==> src/rtl/tile_ram_arbiter.sv <==
`timescale 1ns/1ps
// Tile RAM arbiter: video has fixed top priority, game logic and board init share
// round-robin, game logic may lock the bus; commands are registered toward a 1-cycle sync RAM.
module tile_ram_arbiter #(
  parameter int AW = 4,
  parameter int DW = 8
) (
  input  logic          CLOCK_50,
  input  logic          resetn,
  input  logic          vid_req,
  input  logic [AW-1:0] vid_addr,
  output logic          vid_gnt,
  output logic          vid_rvalid,
  input  logic          gm_req,
  input  logic          gm_we,
  input  logic [AW-1:0] gm_addr,
  input  logic [DW-1:0] gm_wdata,
  input  logic          gm_lock,
  output logic          gm_gnt,
  output logic          gm_rvalid,
  input  logic          in_req,
  input  logic [AW-1:0] in_addr,
  input  logic [DW-1:0] in_wdata,
  output logic          in_gnt,
  output logic [AW-1:0] ram_addr,
  output logic [DW-1:0] ram_wdata,
  output logic          ram_we,
  input  logic [DW-1:0] ram_rdata,
  output logic [7:0]    conflict_cnt
);

  typedef enum logic [1:0] {
    IDLE   = 2'd0,
    OPEN   = 2'd1,
    LOCKED = 2'd2
  } state_t;

  state_t        state_r, state_s;
  logic          init_last_r, init_last_s;
  logic          vid_gnt_s, gm_gnt_s, in_gnt_s, conflict_s;
  logic          cmd_we_s;
  logic [AW-1:0] cmd_addr_s;
  logic [DW-1:0] cmd_wdata_s;
  logic [AW-1:0] ram_addr_r;
  logic [DW-1:0] ram_wdata_r;
  logic          ram_we_r;
  logic          vid_rd_r, gm_rd_r;
  logic          vid_rvalid_r, gm_rvalid_r;
  logic [7:0]    conflict_cnt_r;
  logic          unused_rdata_s;

  // Read data goes straight from the RAM to the requesters; only rvalid timing is owned here.
  assign unused_rdata_s = ^ram_rdata;

  // Arbitration and next-state: grants are combinational so a withdrawn request is never granted.
  always_comb begin
    state_s     = state_r;
    init_last_s = init_last_r;
    vid_gnt_s   = 1'b0;
    gm_gnt_s    = 1'b0;
    in_gnt_s    = 1'b0;
    case (state_r)
      IDLE: begin
        state_s = OPEN;
      end
      OPEN: begin
        if (vid_req) begin
          vid_gnt_s = 1'b1;
        end else if (gm_req && (!in_req || init_last_r)) begin
          gm_gnt_s = 1'b1;
        end else if (in_req) begin
          in_gnt_s = 1'b1;
        end else begin
          in_gnt_s = 1'b0;
        end
        if (gm_gnt_s && gm_lock) begin
          state_s = LOCKED;
        end else begin
          state_s = OPEN;
        end
      end
      LOCKED: begin
        if (vid_req) begin
          vid_gnt_s = 1'b1;
        end else if (gm_req) begin
          gm_gnt_s = 1'b1;
        end else begin
          gm_gnt_s = 1'b0;
        end
        if (gm_lock) begin
          state_s = LOCKED;
        end else begin
          state_s = OPEN;
        end
      end
      default: begin
        state_s = IDLE;
      end
    endcase
    if (gm_gnt_s) begin
      init_last_s = 1'b0;
    end else if (in_gnt_s) begin
      init_last_s = 1'b1;
    end else begin
      init_last_s = init_last_r;
    end
    conflict_s = (vid_req & ~vid_gnt_s) | (gm_req & ~gm_gnt_s) | (in_req & ~in_gnt_s);
  end

  // Command mux: address and data hold unless a grant loads new values.
  always_comb begin
    cmd_we_s    = 1'b0;
    cmd_addr_s  = ram_addr_r;
    cmd_wdata_s = ram_wdata_r;
    if (vid_gnt_s) begin
      cmd_addr_s = vid_addr;
    end else if (gm_gnt_s) begin
      cmd_addr_s = gm_addr;
      cmd_we_s   = gm_we;
      if (gm_we) begin
        cmd_wdata_s = gm_wdata;
      end else begin
        cmd_wdata_s = ram_wdata_r;
      end
    end else if (in_gnt_s) begin
      cmd_addr_s  = in_addr;
      cmd_we_s    = 1'b1;
      cmd_wdata_s = in_wdata;
    end else begin
      cmd_addr_s = ram_addr_r;
    end
  end

  // State, round-robin pointer and RAM command registers.
  always_ff @(posedge CLOCK_50 or negedge resetn) begin
    if (!resetn) begin
      state_r     <= IDLE;
      init_last_r <= 1'b1;
      ram_addr_r  <= '0;
      ram_wdata_r <= '0;
      ram_we_r    <= 1'b0;
    end else begin
      state_r     <= state_s;
      init_last_r <= init_last_s;
      ram_addr_r  <= cmd_addr_s;
      ram_wdata_r <= cmd_wdata_s;
      ram_we_r    <= cmd_we_s;
    end
  end

  // Two-stage read pipeline; reset flushes any read still in flight.
  always_ff @(posedge CLOCK_50 or negedge resetn) begin
    if (!resetn) begin
      vid_rd_r     <= 1'b0;
      gm_rd_r      <= 1'b0;
      vid_rvalid_r <= 1'b0;
      gm_rvalid_r  <= 1'b0;
    end else begin
      vid_rd_r     <= vid_gnt_s;
      gm_rd_r      <= gm_gnt_s & ~gm_we;
      vid_rvalid_r <= vid_rd_r;
      gm_rvalid_r  <= gm_rd_r;
    end
  end

  // Saturating count of cycles in which some request lost.
  always_ff @(posedge CLOCK_50 or negedge resetn) begin
    if (!resetn) begin
      conflict_cnt_r <= 8'd0;
    end else if (conflict_s && (conflict_cnt_r != 8'hFF)) begin
      conflict_cnt_r <= conflict_cnt_r + 8'd1;
    end else begin
      conflict_cnt_r <= conflict_cnt_r;
    end
  end

  assign vid_gnt      = vid_gnt_s;
  assign gm_gnt       = gm_gnt_s;
  assign in_gnt       = in_gnt_s;
  assign vid_rvalid   = vid_rvalid_r;
  assign gm_rvalid    = gm_rvalid_r;
  assign ram_addr     = ram_addr_r;
  assign ram_wdata    = ram_wdata_r;
  assign ram_we       = ram_we_r;
  assign conflict_cnt = conflict_cnt_r;

endmodule

==> config.mk <==
export PLATFORM = sky130hd
export DESIGN_NAME = tile_ram_arbiter
export DESIGN_NICKNAME = d
export VERILOG_FILES = /design/src/rtl/tile_ram_arbiter.sv
export SDC_FILE = /design/constraint.sdc
export NUM_CORES = 1
export LEC_CHECK = 0
export ABC_AREA = 0
export CORE_MARGIN = 8
export CORE_UTILIZATION = 35
export CTS_BUF_LIST = sky130_fd_sc_hd__clkbuf_2
export DETAILED_ROUTE_END_ITERATION = 10
export PLACE_DENSITY = 0.71
export SYNTH_ARGS = -nofsm -noshare
export SYNTH_HDL_FRONTEND = slang
export SYNTH_SLANG_ARGS = --single-unit
export TNS_END_PERCENT = 20
==> constraint.sdc <==
create_clock -name CLOCK_50 -period 4.75 [get_ports CLOCK_50]
set_input_delay 0.7125 -clock CLOCK_50 [delete_from_list [all_inputs] [get_ports CLOCK_50]]
set_output_delay 0.7125 -clock CLOCK_50 [all_outputs]
set_load 0.02 [all_outputs]
After elaboration in Yosys (flattened, before gate mapping)
Index checks and enable logic that the tools add are counted.
- bits in registers: 28
- latch bits: 0
- RAM bits: 0
- memory bits (read-only): 0
- bits of input ports: 43
- memories kept: 0
- add/sub/neg operators: 1
- $mul: 0
- divide/modulo/power cells: 0
- $lt $le $gt $ge: 0
- equal/unequal tests: 4
- shift operators: 0
- muxes and demuxes: 26
- bitwise gates (word level): 10
- reductions and logical operators: 10
- operators with widths (cell ; count):
    8-bit 2-to-1 mux ; 3
    1-bit 2-to-1 mux ; 16
    4-bit 2-to-1 mux ; 3
    8-bit by 1-bit adder with 8-bit output (second input constant) ; 1
    8-bit != test (second input constant) ; 1
    2-bit one-hot mux with 3 select lines ; 1
    1-bit AND ; 4
    2-bit 2-to-1 mux ; 2
    1-bit inverter ; 4
    1-bit logical AND ; 3
    3-bit AND reduction ; 1
    3-bit nonzero test ; 1
    2-bit by 1-bit == test with 1-bit output (second input constant) ; 1
    2-bit == test (second input constant) ; 1
    2-bit zero test ; 1
    2-bit != test (second input constant) ; 1
    1-bit OR ; 2
    1-bit one-hot mux with 2 select lines ; 1
    2-bit nonzero test ; 1
    2-bit OR reduction ; 1
    1-bit zero test ; 1
    1-bit logical OR ; 1

Logic depth before layout (Yosys ltp)
Gate-level depths: netlist (run 1).
- word-level depth: 12
- depth in mapped cells: 8
- depth with buffers taken out: 7

Least setup slack after synthesis (run 1)
No wires, ideal clock.
- kind: input -> output
- from: input gm_req
- to: output gm_gnt
- arrival time: 1.525 ns
- required time: 4.038 ns
- setup slack: 2.512 ns
- stages on the path: 5
- path buffers: 2
- cell sequence: buf_4 and2b_1 nand2_1 nor2_1 buf_2
- word-level cells in the longest chain between the ends: 5
- elaborated cells on any way between the ends: 7
- classes of those cells: mux: 6; reduce/logical: 1
- RTL lines (item ; line ; source):
    from (decl) ; 14 ; input logic gm_req,
    1-bit logical AND ; 69 ; end else if (gm_req && (!in_req || init_last_r)) begin
    1-bit 2-to-1 mux ; 69 ;
    1-bit 2-to-1 mux ; 67 ; if (vid_req) begin
    1-bit 2-to-1 mux ; 62 ; case (state_r)
    1-bit one-hot mux with 2 select lines (*) ; 62 ;
    to (decl) ; 19 ; output logic gm_gnt,
Every way passes the cells marked *; elsewhere a longest branch is shown, timed or not. The select of a mux whose other input is x is not followed.

Worst setup path in the final report (run 1)
Same ends and word-level chain as after synthesis.

==> flow_summary_export.csv, run 1 <==
group,metric,value,unit
layout,stdcell_area,2100,um2
critical_path,cp_max_fo,7,
logic_synthesis,ys_async_sr_fraction,1.00,
clock_network,ctsHoldBuffers,0,
logic_synthesis,yosysTopAreaCellShare,0.480,
critical_path,critPathArrivalTime,2.49,ns
placed_design,pre_cts_slack,1.56,ns
logic_synthesis,ys_top_cells_by_count,"27 x dfrtp_1, 21 x a21oi_1, 10 x nand2_1",
sta,rsz0062_at_grt,"no",
logic_synthesis,synth_area_leaders,"dfrtp_1 48%, a21oi_1 7.5%, ha_1 4.4%",
layout,n_antenna_cell,0,
critical_path,r2r_cells,7,
route,viasPerCell,5.16,
route,wl_per_cell,15.2,um
clock_network,cts_buffer_depth,2,
logic_synthesis,ys_types,35,
route,routed_wirelength,3.79,mm
hold_path,hold_path_depth,0,
floorplanning,die_y,79.4,um
clock_network,cts_tree,"yes",
pwr,max-vdd-ir-drop,344,uV
clock_network,clk_latency,0.37,ns
floorplanning,fp.dieW,79.4,um
sta,drv_slew,0,
route,via_count,1286,
logic_synthesis,synth_top_area_cell,"dfrtp_1",
sta,fin_ws,1.54,ns
grt,antenna_found_initial,0,
logic_synthesis,synth_cells,139,
clock_network,cts_setup_buffers,0,
route,dr.pass1.iters,4,
placed_design,portBuffers,60,
logic_synthesis,synth_edf_count,0,
placed_design,dp_hpwl,3.01,mm
flow_run,drv_cap,0,
sta,fin_crit,3.21,ns
layout,fin_util,0.533,
clock_network,cts-root-buf,"clkbuf_2",
status,status,"finished clean",
layout,drive_gt1_frac,0.0653,
grt,gr-total-overflow,0,
sta,whs,0.392,ns
critical_path,cp-end-kind,"primary output",
placed_design,globalplace.congestion,0.822,
logic_synthesis,yosysSeqAreaShare,0.498,
floorplanning,die_area,6310,um2
layout,nNetsFinal,248,
sta,setup_violations,0,
floorplanning,core_area,3940,um2
grt,grt_max_degree,29,
pwr,p_leak,0.862,nW
layout,syn_to_final_growth,49.3,%
sta,slew_headroom,0.575,
clock_network,htree_levels,1,
critical_path,path_class,"in -> out",
logic_synthesis,synth_nets,187,
route,final_antenna_net_count,0,
grt,grt_pass1_vias,1424,
sta,setup-tns-final,0,ns
logic_synthesis,yosysMostFrequentCell,"dfrtp_1",
logic_synthesis,syn-cell-area,1410,um2
grt,grt_pass1_wl,6.20,mm
logic_synthesis,synth_flop_cell,"dfrtp_1",
floorplanning,row_count,23,
clock_network,clock-sinks,28,
clock_network,clk_pin_slew,0.27,ns
sta,fin_skew,0.00511,ns
critical_path,start_kind,"primary input",
grt,grt_use_total,0.120,
sta,finalHoldViolations,0,
critical_path,required,4.04,ns
logic_synthesis,ys_ff_latch,28,
sta,layout_worst_path_cycle_share,0.675,
clock_network,cts_resized,0,
hold_path,hold_class,"reg -> reg",
route,drc,0,
route,drt_iter0_markers,55,
pwr,p_per_area,589,nW/um2
sta,worstMarginPinSlew,0.638,ns
floorplanning,initial_core_util,0.357,
placed_design,placed_cell_area,2060,um2
clock_network,cts_buffers,3,
logic_synthesis,syn_avg_cell_area,10.1,um2
logic_synthesis,synth_warnings,0,
floorplanning,num_io_pins,69,
sta,fmax,312,MHz
-- cells in the final DEF (no fill, tap or decap), types with 2 or more instances in the layout --
cell             count
a221o_1              4
a21o_1               2
o2bb2ai_1            2
a21oi_2              2
ha_1                 5
buf_4                2
clkbuf_2             3
nor2_1               4
clkdlybuf4s50_1     60
nor4_1               2
o22ai_1              8
and3_1               3
xor2_1               3
nand2b_1             5
dfrtp_1             27
nand3_1              7
mux2_1               2
and2_1               2
xnor2_1              2
nor3_1               2
a21oi_1             21
inv_1                5
o21ai_0              4
nand2_1             10
-- sequential cells by signal (all words and copies together), names as in the netlist --
name          flops
vid_rvalid        1
ram_addr          4
gm_rvalid         1
vid_rd_r          1
gm_rd_r           1
init_last_r       1
conflict_cnt      8
state_r           2
ram_wdata         8
ram_we            1
-- final cells by class --
type	instances	area [um2]
inverter	5	18.8
sequential	28	702
clock inverter	1	30.0
tap	50	62.6
multi-input combinational	100	659
timing repair buffer	62	616
fill	338	1840
clock buffer	3	15.0
-- cell families after synthesis --
kind of cell | Yosys count | synth area share
multiplexers | 2 | 0.0160
AO/OA/AOI/OAI | 48 | 0.226
AND/OR/NAND/NOR | 40 | 0.150
flip-flops | 28 | 0.498
buffers and inverters | 11 | 0.0338
adder cells (fa/ha/maj) | 5 | 0.0444
XOR/XNOR | 5 | 0.0311
-- metal layers --
| layer | up-vias | part of all wire | track usage |
|---|---|---|---|
| met5 | - | 0 | 0 |
| met4 | 0 | 0.0037 | 0.0333 |
| met3 | 2 | 0.079 | 0.0383 |
| met2 | 48 | 0.49 | 0.205 |
| met1 | 610 | 0.43 | 0.139 |
| li1 | 626 | - | - |
-- critical path, cell delays in order --
cell             delay, ns
clkdlybuf4s50_1       0.64
and2b_1               0.24
nand2_1               0.11
nor2_1                0.15
clkdlybuf4s50_1       0.63
-- stage by stage --
stage               total power [mW]  cells
floorplan                      0.805    139
global placement                1.08    245
detailed placement              1.10    245
CTS                             1.25    249
global route                    1.33    249
finish                          1.24    249
-- power by group --
group,switching (mW),internal (mW),leakage (nW)
Combinational,0.342,0.322,0.506
Sequential,0.0854,0.344,0.329
Clock,0.0727,0.0723,0.0266
Total,0.500,0.739,0.862
-- path summary, 6_finish.rpt --
check	startpoint	to	slack, ns
max	gm_req	gm_gnt	1.54
max in group asynchronous	resetn	init_last_r	3.77
min in group asynchronous	resetn	conflict_cnt[4]	0.67
min	gm_rd_r	gm_rvalid	0.39
min reg2reg	gm_rd_r	gm_rvalid	0.39
max reg2reg	state_r[1]	conflict_cnt[6]	2.71
(Power assumes the default switching activity.)
==> run 2, diff against run 1 <==
- PLACE_DENSITY: 0.71 -> 0.74
- clock period: 4.75 -> 2.9 ns (I/O delays scaled with it)
==> run 2 against run 1 <==
Net effect:
- setup slack got worse by 1.4 ns
- global-route usage increased by 0.29 points
- worst hold slack got worse by 0.0068 ns
- first-iteration DRC count decreased by 35%
- via count unchanged
- flip-flop and latch count unchanged
- count of clock-buffer cells in the layout unchanged
- non-clock buffer count increased by 2
- largest cell class unchanged
- largest power group unchanged
==> flow_summary_export.csv, run 2 (synthesis gave the netlist of run 1 again) <==
group,metric,value,unit
critical_path,cp_max_fo,7,
clock_network,cts_resized,0,
placed_design,globalplace.congestion,0.809,
floorplanning,fp.dieW,79.4,um
route,final_antenna_net_count,0,
clock_network,clock-sinks,28,
hold_path,hold_class,"in -> async",
placed_design,dp_hpwl,2.86,mm
route,drc,0,
pwr,p_per_area,953,nW/um2
sta,setup_violations,0,
pwr,p_leak,0.872,nW
sta,worstMarginPinSlew,0.641,ns
layout,final_cell_mix,"60 x clkdlybuf4s50_1, 27 x dfrtp_1, 21 x a21oi_1",
floorplanning,row_count,23,
layout,final_cells,251,
sta,fin_crit,2.72,ns
pwr,max-vdd-ir-drop,334,uV
critical_path,cp_slowest_cell,"clkdlybuf4s50_1",
sta,fmax,367,MHz
grt,grt_pass1_wl,6.31,mm
layout,syn_to_final_growth,50.4,%
floorplanning,die_y,79.4,um
layout,nNetsFinal,250,
clock_network,clk_pin_slew,0.28,ns
clock_network,htree_levels,1,
status,status,"finished clean",
placed_design,placedCellCount,247,
clock_network,cts_tree,"yes",
sta,rsz0062_at_grt,"no",
grt,grt_pass1_vias,1317,
placed_design,portBuffers,60,
clock_network,cts-root-buf,"clkbuf_2",
route,dr.pass1.iters,4,
floorplanning,die_area,6310,um2
critical_path,path_cells,"inv_1, ha_1, and2_1, clkdlybuf4s50_1",
flow_run,drv_cap,0,
route,via_count,1286,
grt,grt_use_total,0.123,
critical_path,start_kind,"register",
layout,n_antenna_cell,0,
critical_path,required,2.47,ns
route,viasPerCell,5.12,
route,routed_wirelength,3.76,mm
sta,setup-tns-final,0,ns
clock_network,cts_setup_buffers,0,
clock_network,clk_latency,0.38,ns
floorplanning,initial_core_util,0.357,
critical_path,cp_slowest_stage_delay,0.68,ns
sta,finalHoldViolations,0,
layout,fin_util,0.537,
sta,layout_worst_path_cycle_share,0.939,
clock_network,ctsHoldBuffers,0,
sta,fin_skew,0.0187,ns
route,drt_iter0_markers,36,
floorplanning,num_io_pins,69,
grt,grt_max_degree,29,
layout,drive_gt1_frac,0.0746,
floorplanning,core_area,3940,um2
critical_path,path_class,"reg -> out",
clock_network,cts_buffers,3,
route,wl_per_cell,15.0,um
critical_path,cp-end-kind,"primary output",
sta,slew_headroom,0.572,
grt,antenna_found_initial,0,
clock_network,cts_buffer_depth,2,
sta,drv_slew,0,
layout,layout_commonest_cell,"clkdlybuf4s50_1",
grt,gr-total-overflow,0,
critical_path,critPathArrivalTime,2.29,ns
==> run 2: cell count changes in the layout (fill, tap and decap cells not counted) <==
cell / delta
buf_4: +2
==> run 2: through the flow <==
stage               area [um2]  setup slack [ns]  hold WS (ns)  total power [mW]
floorplan                 1410             0.991         0.139              1.32
global placement          2070             0.377         0.333              1.78
detailed placement        2070             0.363         0.339              1.81
CTS                       2120             0.146         0.391              2.05
global route              2120            0.0220         0.386              2.17
finish                    2120             0.175         0.385              2.02
==> run 2: layout make-up <==
| class | count | area [um2] |
|---|---|---|
| clock inverter | 1 | 30.0 |
| clock buffer | 3 | 15.0 |
| sequential | 28 | 702 |
| fill | 382 | 1820 |
| multi-input combinational | 100 | 659 |
| timing repair buffer | 64 | 631 |
| inverter | 5 | 18.8 |
| tap | 50 | 62.6 |
==> run 2: metal layers <==
| layer | track usage | vias to the layer above | share of wire |
|---|---|---|---|
| li1 | - | 632 | - |
| met4 | 0.0500 | 0 | 0.015 |
| met1 | 0.143 | 605 | 0.42 |
| met5 | 0 | - | 0 |
| met3 | 0.0383 | 5 | 0.086 |
| met2 | 0.203 | 44 | 0.48 |
==> run 2: worst paths after layout <==
path | from | endpoint | slack [ns] | cells past startpoint
worst max-delay path | state_r[1] | vid_gnt | 0.18 | 4
worst min-delay path | resetn | ram_addr[2] | 0.39 | 2
worst max register to register | state_r[1] | conflict_cnt[6] | 0.88 | 7
worst min register to register | vid_rd_r | vid_rvalid | 0.39 | 0
max in group asynchronous | resetn | init_last_r | 2.21 | 2
min in group CLOCK_50 | vid_rd_r | vid_rvalid | 0.39 | 0
==> run 2: report_power, final <==
group          switching, mW  internal, mW
Sequential             0.123         0.563
Clock                  0.120         0.119
Combinational          0.563         0.531
Total                  0.806          1.21
==> run 2: worst max-delay path: cells and delay by family (launching register included) <==
family        cells  cell delay (ns)
flops             1             0.44
fa+ha+maj         1             0.40
buf+inv           2             0.75
simple gates      1             0.33
==> run 3, diff against run 2 <==
- TNS_END_PERCENT: 20 -> 1
==> results of run 3 <==
Final layout, timing and power as in run 2 (identical DEF).
